[src/rtl/encoder_32to5_q.sv]
// encoder_32to5_q: registered 32-to-5 request encoder with a valid/ready output.
// Request pulses accumulate in a sticky pending set. One index is presented at a
// time and is held until the consumer accepts it.
// Optional feature: define ENC_ROUND_ROBIN_EN for round-robin selection.
// Without it, the lowest set index always wins.
module encoder_32to5_q (
  input  logic        clk,
  input  logic        rst_n,
  input  logic [31:0] req,
  input  logic        flush,
  input  logic        ready,
  output logic [4:0]  idx,
  output logic        valid,
  output logic [31:0] pend,
  output logic [5:0]  count
);

  logic        hs;
  logic        load;
  logic [31:0] clr;
  logic [31:0] pend_next;
  logic [31:0] cand;
  logic [5:0]  count_next;
  logic [4:0]  sel_idx;
  logic        sel_found;

`ifdef ENC_ROUND_ROBIN_EN
  logic [4:0]  last;
  logic [4:0]  ptr;
  logic [4:0]  k;
`endif

  // Next pending set. A new request beats the clear of the index being accepted.
  // The accepted index is excluded from the candidates for the next load, so a
  // re-requested index is presented again later rather than back to back.
  always_comb begin
    hs        = valid & ready;
    clr       = hs ? (32'd1 << idx) : 32'd0;
    pend_next = (pend & ~clr) | req;
    load      = ~valid | hs;
    cand      = pend_next & ~clr;
  end

  // Population count of the next pending set. It is registered together with pend.
  always_comb begin
    count_next = 6'd0;
    for (int i = 0; i < 32; i++) begin
      count_next = count_next + 6'(pend_next[i]);
    end
  end

`ifdef ENC_ROUND_ROBIN_EN
  // Round-robin pick. The search starts just after the most recently accepted index.
  // On a handshake, that index is the one being accepted in this cycle.
  always_comb begin
    sel_idx   = 5'd0;
    sel_found = 1'b0;
    k         = 5'd0;
    ptr       = hs ? idx : last;
    for (int i = 0; i < 32; i++) begin
      k = ptr + 5'(i) + 5'd1;
      if (!sel_found && cand[k]) begin
        sel_idx   = k;
        sel_found = 1'b1;
      end
    end
  end

  // Pointer to the last accepted index. Its reset value makes the first search start at 0.
  always_ff @(posedge clk or negedge rst_n) begin
    if (!rst_n) begin
      last <= 5'd31;
    end else if (flush) begin
      last <= 5'd31;
    end else if (hs) begin
      last <= idx;
    end
  end
`else
  // Fixed priority. Scanning downward lets the lowest set index be the last one written.
  always_comb begin
    sel_idx   = 5'd0;
    sel_found = 1'b0;
    for (int i = 31; i >= 0; i--) begin
      if (cand[i]) begin
        sel_idx   = 5'(i);
        sel_found = 1'b1;
      end
    end
  end
`endif

  // Pending set and its count. flush overrides both requests and handshakes.
  always_ff @(posedge clk or negedge rst_n) begin
    if (!rst_n) begin
      pend  <= 32'd0;
      count <= 6'd0;
    end else if (flush) begin
      pend  <= 32'd0;
      count <= 6'd0;
    end else begin
      pend  <= pend_next;
      count <= count_next;
    end
  end

  // Output stage. It is frozen while an index waits for ready.
  // It reloads when the stage is empty or when the current index is accepted.
  always_ff @(posedge clk or negedge rst_n) begin
    if (!rst_n) begin
      valid <= 1'b0;
      idx   <= 5'd0;
    end else if (flush) begin
      valid <= 1'b0;
      idx   <= 5'd0;
    end else if (load) begin
      valid <= sel_found;
      idx   <= sel_found ? sel_idx : 5'd0;
    end
  end

endmodule

[config.mk]
export PLATFORM = sky130hd
export DESIGN_NAME = encoder_32to5_q
export DESIGN_NICKNAME = d
export VERILOG_FILES = /design/src/rtl/encoder_32to5_q.sv
export SDC_FILE = /design/constraint.sdc
export NUM_CORES = 1
export LEC_CHECK = 0
export CORE_ASPECT_RATIO = 1.4
export CORE_MARGIN = 2
export CORE_UTILIZATION = 40
export DETAILED_ROUTE_END_ITERATION = 6
export PLACE_DENSITY = 0.66
export SYNTH_ARGS = -nofsm -noshare
export SYNTH_HDL_FRONTEND = slang
export SYNTH_SLANG_ARGS = --single-unit
export TNS_END_PERCENT = 50
[constraint.sdc]
create_clock -name clk -period 9.5 [get_ports clk]
set_input_delay 2.375 -clock clk [delete_from_list [all_inputs] [get_ports clk]]
set_output_delay 2.375 -clock clk [all_outputs]
set_load 0.1 [all_outputs]
Yosys cells after proc, flatten, opt, wreduce, memory -nomap -nowiden. Cells that the tools add are included.

Register bits after elaboration: 44. Input port bits: 36. Logic and storage cells: 116.

Add/sub/neg operators: 31. Shift operators: 1. Mux-type cells: 72. Bitwise gates (word level): 7. Reduce and logical (&&, ||, !) cells: 1.

Operator list (count): 2-to-1 mux 5 bit (35); adder 6 x 1 -> 6 bit (26); bitwise AND 32 bit (2); 2-to-1 mux 32 bit (2); 2-to-1 mux 1 bit (34); NOT 32 bit (1); OR 32 bit (1); left shift 1 x 5 -> 32 bit, first input constant (1); adder 5 x 1 -> 6 bit (1); 2-to-1 mux 6 bit (1); adder 4 x 1 -> 5 bit (1); adder 3 x 1 -> 4 bit (1); adder 2 x 1 -> 3 bit (1); adder 1 x 1 -> 2 bit (1); nonzero test 2 bit (1); bitwise AND 1 bit (1); NOT 1 bit (1); OR 1 bit (1).

Longest topological paths before layout.
Depth in word-level cells: 41. Gate-level depth with buffers: 23. Depth with buffers taken out: 21.

Least setup slack after synthesis. Ideal clock, no wire load.

Kind: input-to-reg. From: input port ready. To: register count[4]. Library setup time: 0.132 ns. Arrival time: 7.316 ns. Data required time: 9.368 ns. Setup slack: 2.052 ns. Stages on the path: 19. Cells stage by stage: nand3_4 -> buf_6 -> nor2_1 -> nand2_1 -> a21o_1 -> fa_1 -> fa_1 -> inv_1 -> fa_1 -> fa_1 -> fa_1 -> inv_1 -> fa_1 -> ha_1 -> fa_1 -> a21o_1 -> a21oi_1 -> xor2_1 -> nor2_1.

Longest elaborated chain between the ends: 37.

RTL lines: start, declared (line 11) `input logic ready,`; bitwise AND 1 bit (*) (line 37) `hs = valid & ready;`; 2-to-1 mux 32 bit (*) (line 38) `clr = hs ? (32'd1 << idx) : 32'd0;`; NOT 32 bit (*) (line 39) `pend_next = (pend & ~clr) | req;`; bitwise AND 32 bit (*) (line 39); OR 32 bit (*) (line 39); adder 1 x 1 -> 2 bit (line 48) `count_next = count_next + 6'(pend_next[i]);`; adder 2 x 1 -> 3 bit (line 48); adder 3 x 1 -> 4 bit (line 48); adder 4 x 1 -> 5 bit (line 48); adder 5 x 1 -> 6 bit (line 48); adder 6 x 1 -> 6 bit (25 in series) (line 48); adder 6 x 1 -> 6 bit (*) (line 48); 2-to-1 mux 6 bit (*) (line 98) `end else if (flush) begin`; end signal, assigned (line 103) `count <= count_next;`; end, declared (line 15) `output logic [5:0] count`.

Every way passes the cells marked *; elsewhere a longest branch is shown, timed or not. A chain may end at the register's enable or synchronous reset.

Worst setup path after layout. Ends and elaborated chain as after synthesis.

==> impl_metrics.sql <==
INSERT INTO impl_metrics (metric_group, metric, value, unit) VALUES
('run_status', 'outcome', 'completed', ''),
('clock_tree', 'clk_pin_slew_worst_paths', '0.06', 'ns'),
('timing', 'final_hold_vios', '0', ''),
('floorplan', 'ios', '80', ''),
('logic_synthesis', 'ys_ff_latch', '44', ''),
('logic_synthesis', 'postSynthAreaPerCell', '8.847', 'um2'),
('placement', 'place.port_buffers', '79', ''),
('finish', 'syn2layout_area_growth', '27.19', '%'),
('logic_synthesis', 'synth.area.top_cells', 'sky130_fd_sc_hd__dfrtp_1 (30%), sky130_fd_sc_hd__fa_1 (13%), sky130_fd_sc_hd__nor2_1 (6.5%)', ''),
('setup_path', 'worst_path_largest_cell_delay', '0.61', 'ns'),
('clock_tree', 'tritoncts.num_buffers', '5', ''),
('floorplan', 'starting_density', '40.73', '%'),
('drt', 'detailedRoute.firstIterationViolations', '273', ''),
('timing', 'timing_worst_slew_pin_value', '1.061', 'ns'),
('floorplan', 'floorplan.die.height', '116.8', 'um'),
('timing', 'setup-violations-final', '0', ''),
('power', 'power.switching', '540.0', 'uW'),
('placement', 'gpl.final_weighted_congestion', '0.8992', ''),
('setup_path', 'critPathMaxFanout', '14', ''),
('power', 'seq_power_share', '19.6', '%'),
('clock_tree', 'post_cts_hold_buffer_count', '0', ''),
('setup_path', 'worst_r2r_endpoint', 'count[4]', ''),
('logic_synthesis', 'synth_sequential_area_ratio', '30.28', '%'),
('setup_path', 'timing.critical_path.arrival', '8.26', 'ns'),
('finish', 'diodes', '0', ''),
('timing', 'maxSlewHeadroom', '29.26', '%'),
('logic_synthesis', 'synth_ff_type', 'sky130_fd_sc_hd__dfrtp_1', ''),
('setup_path', 'cp_cell_sequence', 'clkdlybuf4s50_1 -> nand3_4 -> nor3_1 -> nand2_1 -> a21oi_1 -> fa_1 -> fa_1 -> fa_1 -> fa_1 -> fa_1 -> inv_1 -> fa_1 -> ha_1 -> fa_1 -> a21o_1 -> a21oi_1 -> xor2_1 -> nor2_1', ''),
('logic_synthesis', 'mappedNetlistNets', '478', ''),
('setup_path', 'critical-path-top-cell-by-count', 'sky130_fd_sc_hd__fa_1', ''),
('placement', 'post-dp-hpwl', '8.728', 'mm'),
('drt', 'viasPerCell', '5.905', ''),
('logic_synthesis', 'synth.largest_area_cell', 'sky130_fd_sc_hd__dfrtp_1', ''),
('grt', 'vias_in_the_first_global_route', '3467', ''),
('setup_path', 'critical_path.n_buffers_inverters', '2', ''),
('logic_synthesis', 'number_of_flops_mapped_to_enable_cells_by_yosys', '0', ''),
('floorplan', 'coreArea', '8926', 'um2'),
('timing', 'maxSlewViolCount', '0', ''),
('floorplan', 'placement_rows', '41', ''),
('timing', 'finalSetupTns', '0', 'ns'),
('timing', 'min_period', '8.101', 'ns'),
('clock_tree', 'cts-root-buf', 'sky130_fd_sc_hd__clkbuf_16', ''),
('worst_hold_path', 'timing.hold.worst.class', 'reg2reg', ''),
('setup_path', 'rrSetupSlack', '3.37', 'ns'),
('logic_synthesis', 'ys_async_sr_fraction', '100.0', '%'),
('logic_synthesis', 'post_synth_top_area_share', '30.28', '%'),
('logic_synthesis', 'ys.warnings.count', '0', ''),
('finish', 'finish.net_count', '547', ''),
('power', 'power.total', '1173', 'uW'),
('placement', 'dpl_cell_area', '4461', 'um2'),
('worst_hold_path', 'worstHoldPathCells', '2', ''),
('drt', 'totalWireLength', '11.76', 'mm'),
('finish', 'layout.filler_cells', '880', ''),
('drt', 'post_detailed_route_drc_marker_count', '0', ''),
('finish', 'layout.cell_area.non_filler', '4624', 'um2'),
('power', 'cellLeakagePower', '0.001820', 'uW'),
('power', 'power_dens_cells', '253.6', 'nW/um2'),
('power', 'relative_contribution_of_the_clock_network_to_total_power', '17.5', '%'),
('clock_tree', 'ctsHtreeMaxLevel', '2', ''),
('floorplan', 'die_area', '9880', 'um2'),
('setup_path', 'timing.critical_path.max_delay_family', 'adder cells', ''),
('worst_hold_path', 'worst_min_delay_path_startpoint', 'pend[17]', ''),
('setup_path', 'worst-setup-path-type', 'in2reg', ''),
('setup_path', 'critical-path-slowest-cell', 'sky130_fd_sc_hd__clkdlybuf4s50_1', ''),
('floorplan', 'die_w', '84.58', 'um'),
('finish', 'area.sequential', '1101', 'um2'),
('drt', 'postRouteAntennaNets', '0', ''),
('logic_synthesis', 'post_synth_num_cell_types', '64', ''),
('grt', 'globalRouteTotalUtil', '24.27', '%'),
('grt', 'grt_overflow', '0', ''),
('clock_tree', 'clk_sink_count', '44', '');
## synth_stat cells, drive strengths merged (3+ instances only)
library cell   n
buf           15
nand2b         5
a21o          12
nor2          63
o22ai          4
or2            6
o32ai          7
nand2         40
o211ai         6
a21oi         37
nand3         11
a21boi         3
nor4           3
fa            24
o21ai          4
dfrtp         44
ha             7
a211oi         4
nor3           6
o22a           3
nor2b         16
o32a           6
nand4          5
clkbuf         7
a31oi         16
nor3b          3
a31o           4
inv           21
## per-stage QoR
stage	hold WS [ns]	util (%)	instances	setup WS, ns
2_1_floorplan	1.014	-	411	2.052
3_3_place_gp	0.5729	49.97	580	1.243
3_5_place_dp	0.5809	49.97	580	1.103
4_1_cts	0.6047	51.81	588	1.381
5_1_grt	0.6501	51.81	588	1.073
6_report	0.6019	51.81	588	1.399
## state kept, by name, indices dropped and copies added, names as in the netlist
register  cells
pend         32
count         6
idx           5
valid         1
## how the worst max path moves through the flow
stage | to | cells past startpoint
after floorplan | count[4] | 19
after global placement | count[4] | 18
final | count[4] | 18
after detailed placement | count[4] | 18
after global routing | count[4] | 18
after CTS | count[4] | 18
## routing by layer
layer | up-vias | wire length, um | share of wire [%] | global-route usage, %
li1 | 1604 | - | - | -
met1 | 1708 | 4791 | 41 | 30.55
met2 | 141 | 6144 | 52 | 43.36
met3 | 19 | 560 | 4.8 | 2.945
met4 | 0 | 261 | 2.2 | 8.148
met5 | - | 0 | 0 | 0
## cell type report
| cell class | count | share of cell area (%) |
|---|---|---|
| Timing Repair Buffer | 84 | 17.80 |
| Tap cell | 107 | 2.895 |
| Inverter | 21 | 1.705 |
| Multi-Input combinational cell | 324 | 50.24 |
| Sequential cell | 44 | 23.81 |
| Clock inverter | 2 | 0.7576 |
| Clock buffer | 6 | 2.787 |
## power by group through the flow
| stage | Clock, uW | Combinational, uW | Sequential [uW] |
|---|---|---|---|
| detailed placement | 0 | 748 | 233 |
| floorplan | 0 | 437 | 377 |
| global route | 213 | 833 | 232 |
| finish | 205 | 738 | 230 |
| CTS | 208 | 752 | 230 |
| global placement | 0 | 743 | 232 |
## cell families (layout without fill, tap and decap cells)
family,after synthesis,after routing,share of synthesized area [%]
xor+xnor,3,3,0.7228
flops,44,44,30.28
buf+inv,43,113,5.816
simple gates,173,173,24.57
fa+ha+maj,31,31,15.62
compound gates,117,117,22.99
## tightest hold or removal path, stage by stage (launching register included)
cell	delay (ns)
sky130_fd_sc_hd__dfrtp_1	0.37
sky130_fd_sc_hd__a21oi_1	0.10
sky130_fd_sc_hd__nor2_1	0.09
## placed cells by master, fill, tap and decap left out, types with 5 or more instances in the layout
cell type,Yosys,layout
sky130_fd_sc_hd__clkdlybuf4s50_1,0,78
sky130_fd_sc_hd__nor2_1,63,63
sky130_fd_sc_hd__dfrtp_1,44,44
sky130_fd_sc_hd__nand2_1,39,39
sky130_fd_sc_hd__a21oi_1,37,37
sky130_fd_sc_hd__fa_1,24,24
sky130_fd_sc_hd__inv_1,21,21
sky130_fd_sc_hd__a31oi_1,16,16
sky130_fd_sc_hd__nor2b_1,15,15
sky130_fd_sc_hd__a21o_1,12,12
sky130_fd_sc_hd__nand3_1,10,10
sky130_fd_sc_hd__ha_1,7,7
sky130_fd_sc_hd__o32ai_1,6,6
sky130_fd_sc_hd__nor3_1,5,5
sky130_fd_sc_hd__nand2b_1,5,5
sky130_fd_sc_hd__or2_2,5,5
sky130_fd_sc_hd__o32a_1,5,5
sky130_fd_sc_hd__o211ai_1,5,5
sky130_fd_sc_hd__clkbuf_16,0,5
sky130_fd_sc_hd__buf_4,5,5
(Power assumes the default switching activity.)
